$ cat src/rtl/spi_burst_ctrl.sv
// Burst sequencer between a host command/TX/RX stream and a byte-wide SPI master.
// Runs one master byte transfer per TX byte, with a slave-select gap before each byte.
module spi_burst_ctrl #(
    parameter int unsigned GAP_CYC = 4,
    parameter int unsigned TIMEOUT = 4096
) (
    input  logic       clk,
    input  logic       rst_n,
    input  logic       cmd_valid,
    output logic       cmd_ready,
    input  logic [3:0] cmd_len,
    input  logic       cmd_cpol,
    input  logic       cmd_cpha,
    input  logic [7:0] cmd_br,
    input  logic       tx_valid,
    output logic       tx_ready,
    input  logic [7:0] tx_data,
    output logic       rx_valid,
    input  logic       rx_ready,
    output logic [7:0] rx_data,
    output logic       busy,
    output logic       done,
    output logic       err,
    output logic [7:0] m_data,
    output logic [7:0] m_spcon,
    output logic [7:0] m_spibr,
    output logic       m_spssn,
    input  logic [7:0] m_data_r,
    input  logic       m_finish
);

    localparam int unsigned LEN_W        = 4;
    localparam int unsigned BYTE_W       = 8;
    localparam int unsigned GAP_W        = $clog2(GAP_CYC + 1);
    localparam int unsigned TMO_W        = (TIMEOUT > 2) ? $clog2(TIMEOUT) : 1;
    localparam int unsigned SPCON_EN_BIT = 6;

    typedef enum logic [2:0] {
        S_IDLE,
        S_FETCH,
        S_SETUP,
        S_XFER,
        S_RXWAIT,
        S_DONE
    } state_e;

    state_e              state_q, state_d;
    logic [LEN_W-1:0]    remaining_q, remaining_d;
    logic [GAP_W-1:0]    gap_q, gap_d;
    logic [TMO_W-1:0]    tmo_q, tmo_d;
    logic [BYTE_W-1:0]   m_data_q, m_data_d;
    logic [BYTE_W-1:0]   m_spcon_q, m_spcon_d;
    logic [BYTE_W-1:0]   m_spibr_q, m_spibr_d;
    logic                m_spssn_q, m_spssn_d;
    logic                rx_valid_q, rx_valid_d;
    logic [BYTE_W-1:0]   rx_data_q, rx_data_d;
    logic                busy_q, busy_d;
    logic                done_q, done_d;
    logic                err_q, err_d;

    assign cmd_ready = (state_q == S_IDLE);
    assign tx_ready  = (state_q == S_FETCH);
    assign rx_valid  = rx_valid_q;
    assign rx_data   = rx_data_q;
    assign busy      = busy_q;
    assign done      = done_q;
    assign err       = err_q;
    assign m_data    = m_data_q;
    assign m_spcon   = m_spcon_q;
    assign m_spibr   = m_spibr_q;
    assign m_spssn   = m_spssn_q;

    // Next-state and registered-output decode
    always_comb begin
        state_d     = state_q;
        remaining_d = remaining_q;
        gap_d       = gap_q;
        tmo_d       = tmo_q;
        m_data_d    = m_data_q;
        m_spcon_d   = m_spcon_q;
        m_spibr_d   = m_spibr_q;
        m_spssn_d   = m_spssn_q;
        rx_valid_d  = rx_valid_q;
        rx_data_d   = rx_data_q;
        busy_d      = busy_q;
        done_d      = 1'b0;
        err_d       = err_q;

        unique case (state_q)
            S_IDLE: begin
                if (cmd_valid) begin
                    remaining_d = cmd_len;
                    m_spibr_d   = cmd_br;
                    m_spcon_d   = {1'b0, 1'b1, 3'b000, cmd_cpol, cmd_cpha, 1'b0};
                    busy_d      = 1'b1;
                    err_d       = 1'b0;
                    state_d     = S_FETCH;
                end
            end
            S_FETCH: begin
                m_spssn_d = 1'b1;
                if (tx_valid) begin
                    m_data_d = tx_data;
                    gap_d    = GAP_W'(GAP_CYC);
                    state_d  = S_SETUP;
                end
            end
            // Counter runs GAP_CYC..0 so select falls GAP_CYC+1 cycles after the TX handshake
            S_SETUP: begin
                m_spssn_d = 1'b1;
                if (gap_q == '0) begin
                    m_spssn_d = 1'b0;
                    tmo_d     = '0;
                    state_d   = S_XFER;
                end else begin
                    gap_d = gap_q - GAP_W'(1);
                end
            end
            S_XFER: begin
                if (m_finish) begin
                    rx_data_d  = m_data_r;
                    rx_valid_d = 1'b1;
                    m_spssn_d  = 1'b1;
                    state_d    = S_RXWAIT;
                end else if (tmo_q == TMO_W'(TIMEOUT - 1)) begin
                    m_spssn_d = 1'b1;
                    err_d     = 1'b1;
                    done_d    = 1'b1;
                    state_d   = S_DONE;
                end else begin
                    tmo_d = tmo_q + TMO_W'(1);
                end
            end
            S_RXWAIT: begin
                if (rx_ready) begin
                    rx_valid_d = 1'b0;
                    if (remaining_q == '0) begin
                        done_d  = 1'b1;
                        state_d = S_DONE;
                    end else begin
                        remaining_d = remaining_q - LEN_W'(1);
                        state_d     = S_FETCH;
                    end
                end
            end
            // Only the enable drops; mode and baud stay so SCK idle level is held
            S_DONE: begin
                m_spcon_d[SPCON_EN_BIT] = 1'b0;
                busy_d                  = 1'b0;
                state_d                 = S_IDLE;
            end
            default: begin
                state_d = S_IDLE;
            end
        endcase
    end

    always_ff @(posedge clk or negedge rst_n) begin
        if (!rst_n) begin
            state_q     <= S_IDLE;
            remaining_q <= '0;
            gap_q       <= '0;
            tmo_q       <= '0;
            m_data_q    <= '0;
            m_spcon_q   <= '0;
            m_spibr_q   <= '0;
            m_spssn_q   <= 1'b1;
            rx_valid_q  <= 1'b0;
            rx_data_q   <= '0;
            busy_q      <= 1'b0;
            done_q      <= 1'b0;
            err_q       <= 1'b0;
        end else begin
            state_q     <= state_d;
            remaining_q <= remaining_d;
            gap_q       <= gap_d;
            tmo_q       <= tmo_d;
            m_data_q    <= m_data_d;
            m_spcon_q   <= m_spcon_d;
            m_spibr_q   <= m_spibr_d;
            m_spssn_q   <= m_spssn_d;
            rx_valid_q  <= rx_valid_d;
            rx_data_q   <= rx_data_d;
            busy_q      <= busy_d;
            done_q      <= done_d;
            err_q       <= err_d;
        end
    end

endmodule

$ cat config.mk
export PLATFORM = sky130hd
export DESIGN_NAME = spi_burst_ctrl
export DESIGN_NICKNAME = d
export VERILOG_FILES = /design/src/rtl/spi_burst_ctrl.sv
export SDC_FILE = /design/constraint.sdc
export NUM_CORES = 1
export LEC_CHECK = 0
export ABC_AREA = 1
export BUFFER_PORTS_ARGS = -buffer_cell sky130_fd_sc_hd__buf_2
export CORE_UTILIZATION = 52
export CTS_CLUSTER_SIZE = 12
export DETAILED_ROUTE_END_ITERATION = 12
export PLACE_DENSITY = 0.91
export RECOVER_POWER = 50
export REMOVE_ABC_BUFFERS = 1
export SETUP_SLACK_MARGIN = 0.4
export SYNTH_ARGS = -nofsm -noshare
export SYNTH_HDL_FRONTEND = slang
export SYNTH_SLANG_ARGS = --single-unit
$ cat constraint.sdc
create_clock -name clk -period 2.05 [get_ports clk]
set_input_delay 0.1025 -clock clk [delete_from_list [all_inputs] [get_ports clk]]
set_output_delay 0.1025 -clock clk [all_outputs]
set_load 0.02 [all_outputs]
==> flow_summary.json <==
{
  "status": "completed",
  "power_frac_seq": 0.381,
  "grt_setup_unrepaired": "true",
  "viasPerCell": 5.35,
  "ios": 75,
  "cp.required_ns": 2.26,
  "synth-edff-count": 0,
  "grt_pass1_vias": 2223,
  "stdcell_area_sq_um": 3310,
  "setup.worst_path.class": "reg -> reg",
  "dpl_cell_area_sq_um": 3090,
  "async_reset_ff_frac": 1.00,
  "arrival_ns": 1.86,
  "clkTransAtPathRegs_ns": 0.10,
  "place_ws_ns": 0.269,
  "cts_buffers": 5,
  "crit_fanout": 6,
  "p_int_mw": 2.49,
  "antenna_found_initial": 0,
  "skew_ns": 0.00879,
  "row_count": 25,
  "peakVddDrop_uv": 831,
  "antenna_left": 0,
  "ys_ff_latch": 54,
  "grt.overflow.total": 0,
  "final_cells": 443,
  "worst_setup_path_start_kind": "register",
  "path_cells": "inv_2 > nand2_2 > nor2_1 > nand2_1 > nand2_2 > nor2_1 > nand2_1 > nand2_1 > nand2_1",
  "area_growth_pct": 22.9,
  "clk_path_buf_depth": 2,
  "ys_warn_count": 0,
  "worstMarginPinSlew_ns": 0.835,
  "drt-pass1-iter-count": 4,
  "nFillCells": 372,
  "initial_utilization": 0.556,
  "grt_pass1_wl_microns": 9720,
  "fmax_mhz": 609,
  "layout-drive-gt1-share": 0.247,
  "slew_viol_final": 0,
  "period_needed_ns": 1.64,
  "core_area_sq_um": 4850,
  "dieHeight_microns": 74.0,
  "power_switching_mw": 2.10,
  "place_hpwl_microns": 4160,
  "hold_viol": 0,
  "drc": 0,
  "die_x_microns": 74.0,
  "finalSetupViolCount": 0,
  "wire_per_inst_microns": 14.0,
  "port_buffers": 69,
  "power_mw": 4.60,
  "endpoint_kind": "register",
  "ys.flop_type": "dfrtp_1",
  "dieArea_sq_um": 5480,
  "setup_slack_ns": 0.409,
  "synthesis.area_sq_um": 2700,
  "holdCritPathClass": "in -> reg",
  "ys_seq_area_frac": 0.502,
  "final_nets": 416,
  "dr_total_vias": 2369,
  "htree_levels": 2,
  "sw_frac_of_total": 0.458,
  "grt_max_degree": 27,
  "drtIter0Drc": 223,
  "power_frac_comb": 0.489,
  "wirelength_microns": 6220,
  "tns_ns": 0,
  "slowest_delay_ns": 0.48,
  "ys_types": 39,
  "root_buffer": "clkbuf_8",
  "clk_latency_ns": 0.31,
  "synthCells": 286,
  "grt_usage": 0.238,
  "syn_area_per_cell_sq_um": 9.43,
  "min_period_over_period": 0.801,
  "placed_cells": 420,
  "antenna_cells": 0,
  "cts_tree": "built",
  "relSlewSlack": 0.443,
  "leakage_nw": 1.55,
  "path_common_cell": "nand2_1",
  "slowest_stage": "dfrtp_1",
  "powerDensity_nw_per_um2": 1390,
  "pwr-share-clk": 0.129,
  "gp_congestion": 0.881,
  "cts.sinks": 54,
  "maxCapViolations": 0
}
==> layout by cell type (no fill, tap or decap), types with 2 or more instances in the layout <==
cell type / netlist / routed
clkbuf_1: 0 / 34
mux2_2: 10 / 10
nand3_1: 15 / 14
inv_2: 7 / 7
xor2_1: 3 / 3
inv_1: 20 / 20
xnor2_1: 3 / 3
conb_1: 1 / 5
ha_1: 5 / 4
dfrtp_2: 0 / 2
o21ai_0: 13 / 13
nand2_4: 1 / 3
buf_2: 1 / 38
dlygate4sd3_1: 0 / 9
clkbuf_8: 0 / 5
nand4_1: 4 / 4
o21ai_1: 8 / 7
nand3_2: 1 / 2
nor2_4: 1 / 2
inv_6: 0 / 2
nor3_1: 2 / 2
dfrtp_1: 53 / 51
buf_4: 5 / 4
nor2_1: 19 / 18
nand2_1: 72 / 69
mux2_1: 16 / 16
a21oi_1: 3 / 3
nand3b_1: 2 / 2
nand2_2: 5 / 8
==> per-stage QoR <==
step / util / hold WS (ns)
after global placement: 0.637 / 0.123
after detailed placement: 0.637 / 0.123
after CTS: 0.676 / 0.000420
after floorplan: - / -0.193
final: 0.684 / 0.00285
after global routing: 0.684 / -0.000419
==> layout make-up <==
class,instances,area (sq um),share of cell area
sequential,54,1360,0.409
multi-input combinational,202,1240,0.376
clock buffer,6,72.6,0.0219
timing repair buffer,84,434,0.131
tap,67,83.8,0.0253
clock inverter,2,13.8,0.00415
inverter,28,110,0.0332
==> cells by family (layout without fill, tap and decap cells) <==
| kind of cell | after synthesis | count (layout) | share of synthesized area |
|---|---|---|---|
| compound gates | 30 | 30 | 0.0617 |
| xor+xnor | 6 | 6 | 0.0195 |
| fa+ha+maj | 5 | 5 | 0.0232 |
| buf+inv | 36 | 120 | 0.0640 |
| flops | 54 | 54 | 0.502 |
| mux | 26 | 26 | 0.109 |
| other cells | 1 | 5 | 0.00139 |
| simple gates | 128 | 130 | 0.220 |
==> critical path: cells and delay by family (launching register included) <==
family,cells,cell delay [ns]
and+or+nand+nor,8,0.95
DFF,1,0.48
buffers and inverters,1,0.11
==> worst paths after layout <==
kind	startpoint	to	slack (ns)	depth (start not counted)
min in group asynchronous	rst_n	m_spcon[6]$_DFFE_PN0P_	0.31	2
min	m_data_r[2]	rx_data[2]$_DFFE_PN0P_	0.003	2
max	state_q[0]$_DFFE_PN0P_	state_q[0]$_DFFE_PN0P_	0.41	9
min reg2reg	m_spssn$_DFFE_PN1P_	m_spssn$_DFFE_PN1P_	0.47	2
max reg2reg	state_q[0]$_DFFE_PN0P_	state_q[0]$_DFFE_PN0P_	0.41	9
max in group asynchronous	rst_n	remaining_q[3]$_DFFE_PN0P_	0.59	3
==> power by group through the flow <==
stage,clock (mW),sequential (mW),combinational [mW]
after global routing,0.638,1.80,2.45
after global placement,0,1.71,2.05
final,0.594,1.75,2.25
after floorplan,0,2.09,1.11
after detailed placement,0,1.74,2.13
after CTS,0.600,1.72,2.17
==> layer usage <==
layer	global-route usage	part of all wire	up-vias
met1	0.294	0.39	1117
li1	-	-	1100
met5	0	0	-
met3	0.0623	0.062	25
met4	0.109	0.031	0
met2	0.393	0.52	127
==> flip-flops by register name, indices dropped and copies added (netlist names), 3 cells and up <==
register     flops
m_spcon          3
remaining_q      4
rx_data          8
state_q          3
gap_q            3
tmo_q           12
m_spibr          8
m_data           8
==> timing repair <==
item,in CTS,in global routing
hold endpoints to repair,30,1
buffers inserted,1,3
resized for setup,4,10
gates cloned,0,2
hold buffers,8,1
setup endpoints to repair,27,18
pin swaps,0,3
==> synthesized netlist by cell type (2+ instances only) <==
master | count | area, sq um
nand2_1 | 72 | 270
dfrtp_1 | 53 | 1330
inv_1 | 20 | 75.1
nor2_1 | 19 | 71.3
mux2_1 | 16 | 180
nand3_1 | 15 | 75.1
o21ai_0 | 13 | 65.1
mux2_2 | 10 | 113
o21ai_1 | 8 | 40.0
inv_2 | 7 | 26.3
buf_4 | 5 | 37.5
ha_1 | 5 | 62.6
nand2_2 | 5 | 31.3
nand4_1 | 4 | 25.0
a21oi_1 | 3 | 15.0
xnor2_1 | 3 | 26.3
xor2_1 | 3 | 26.3
buf_6 | 2 | 22.5
nand3b_1 | 2 | 15.0
nor3_1 | 2 | 10.0
(Power assumes the default switching activity.)
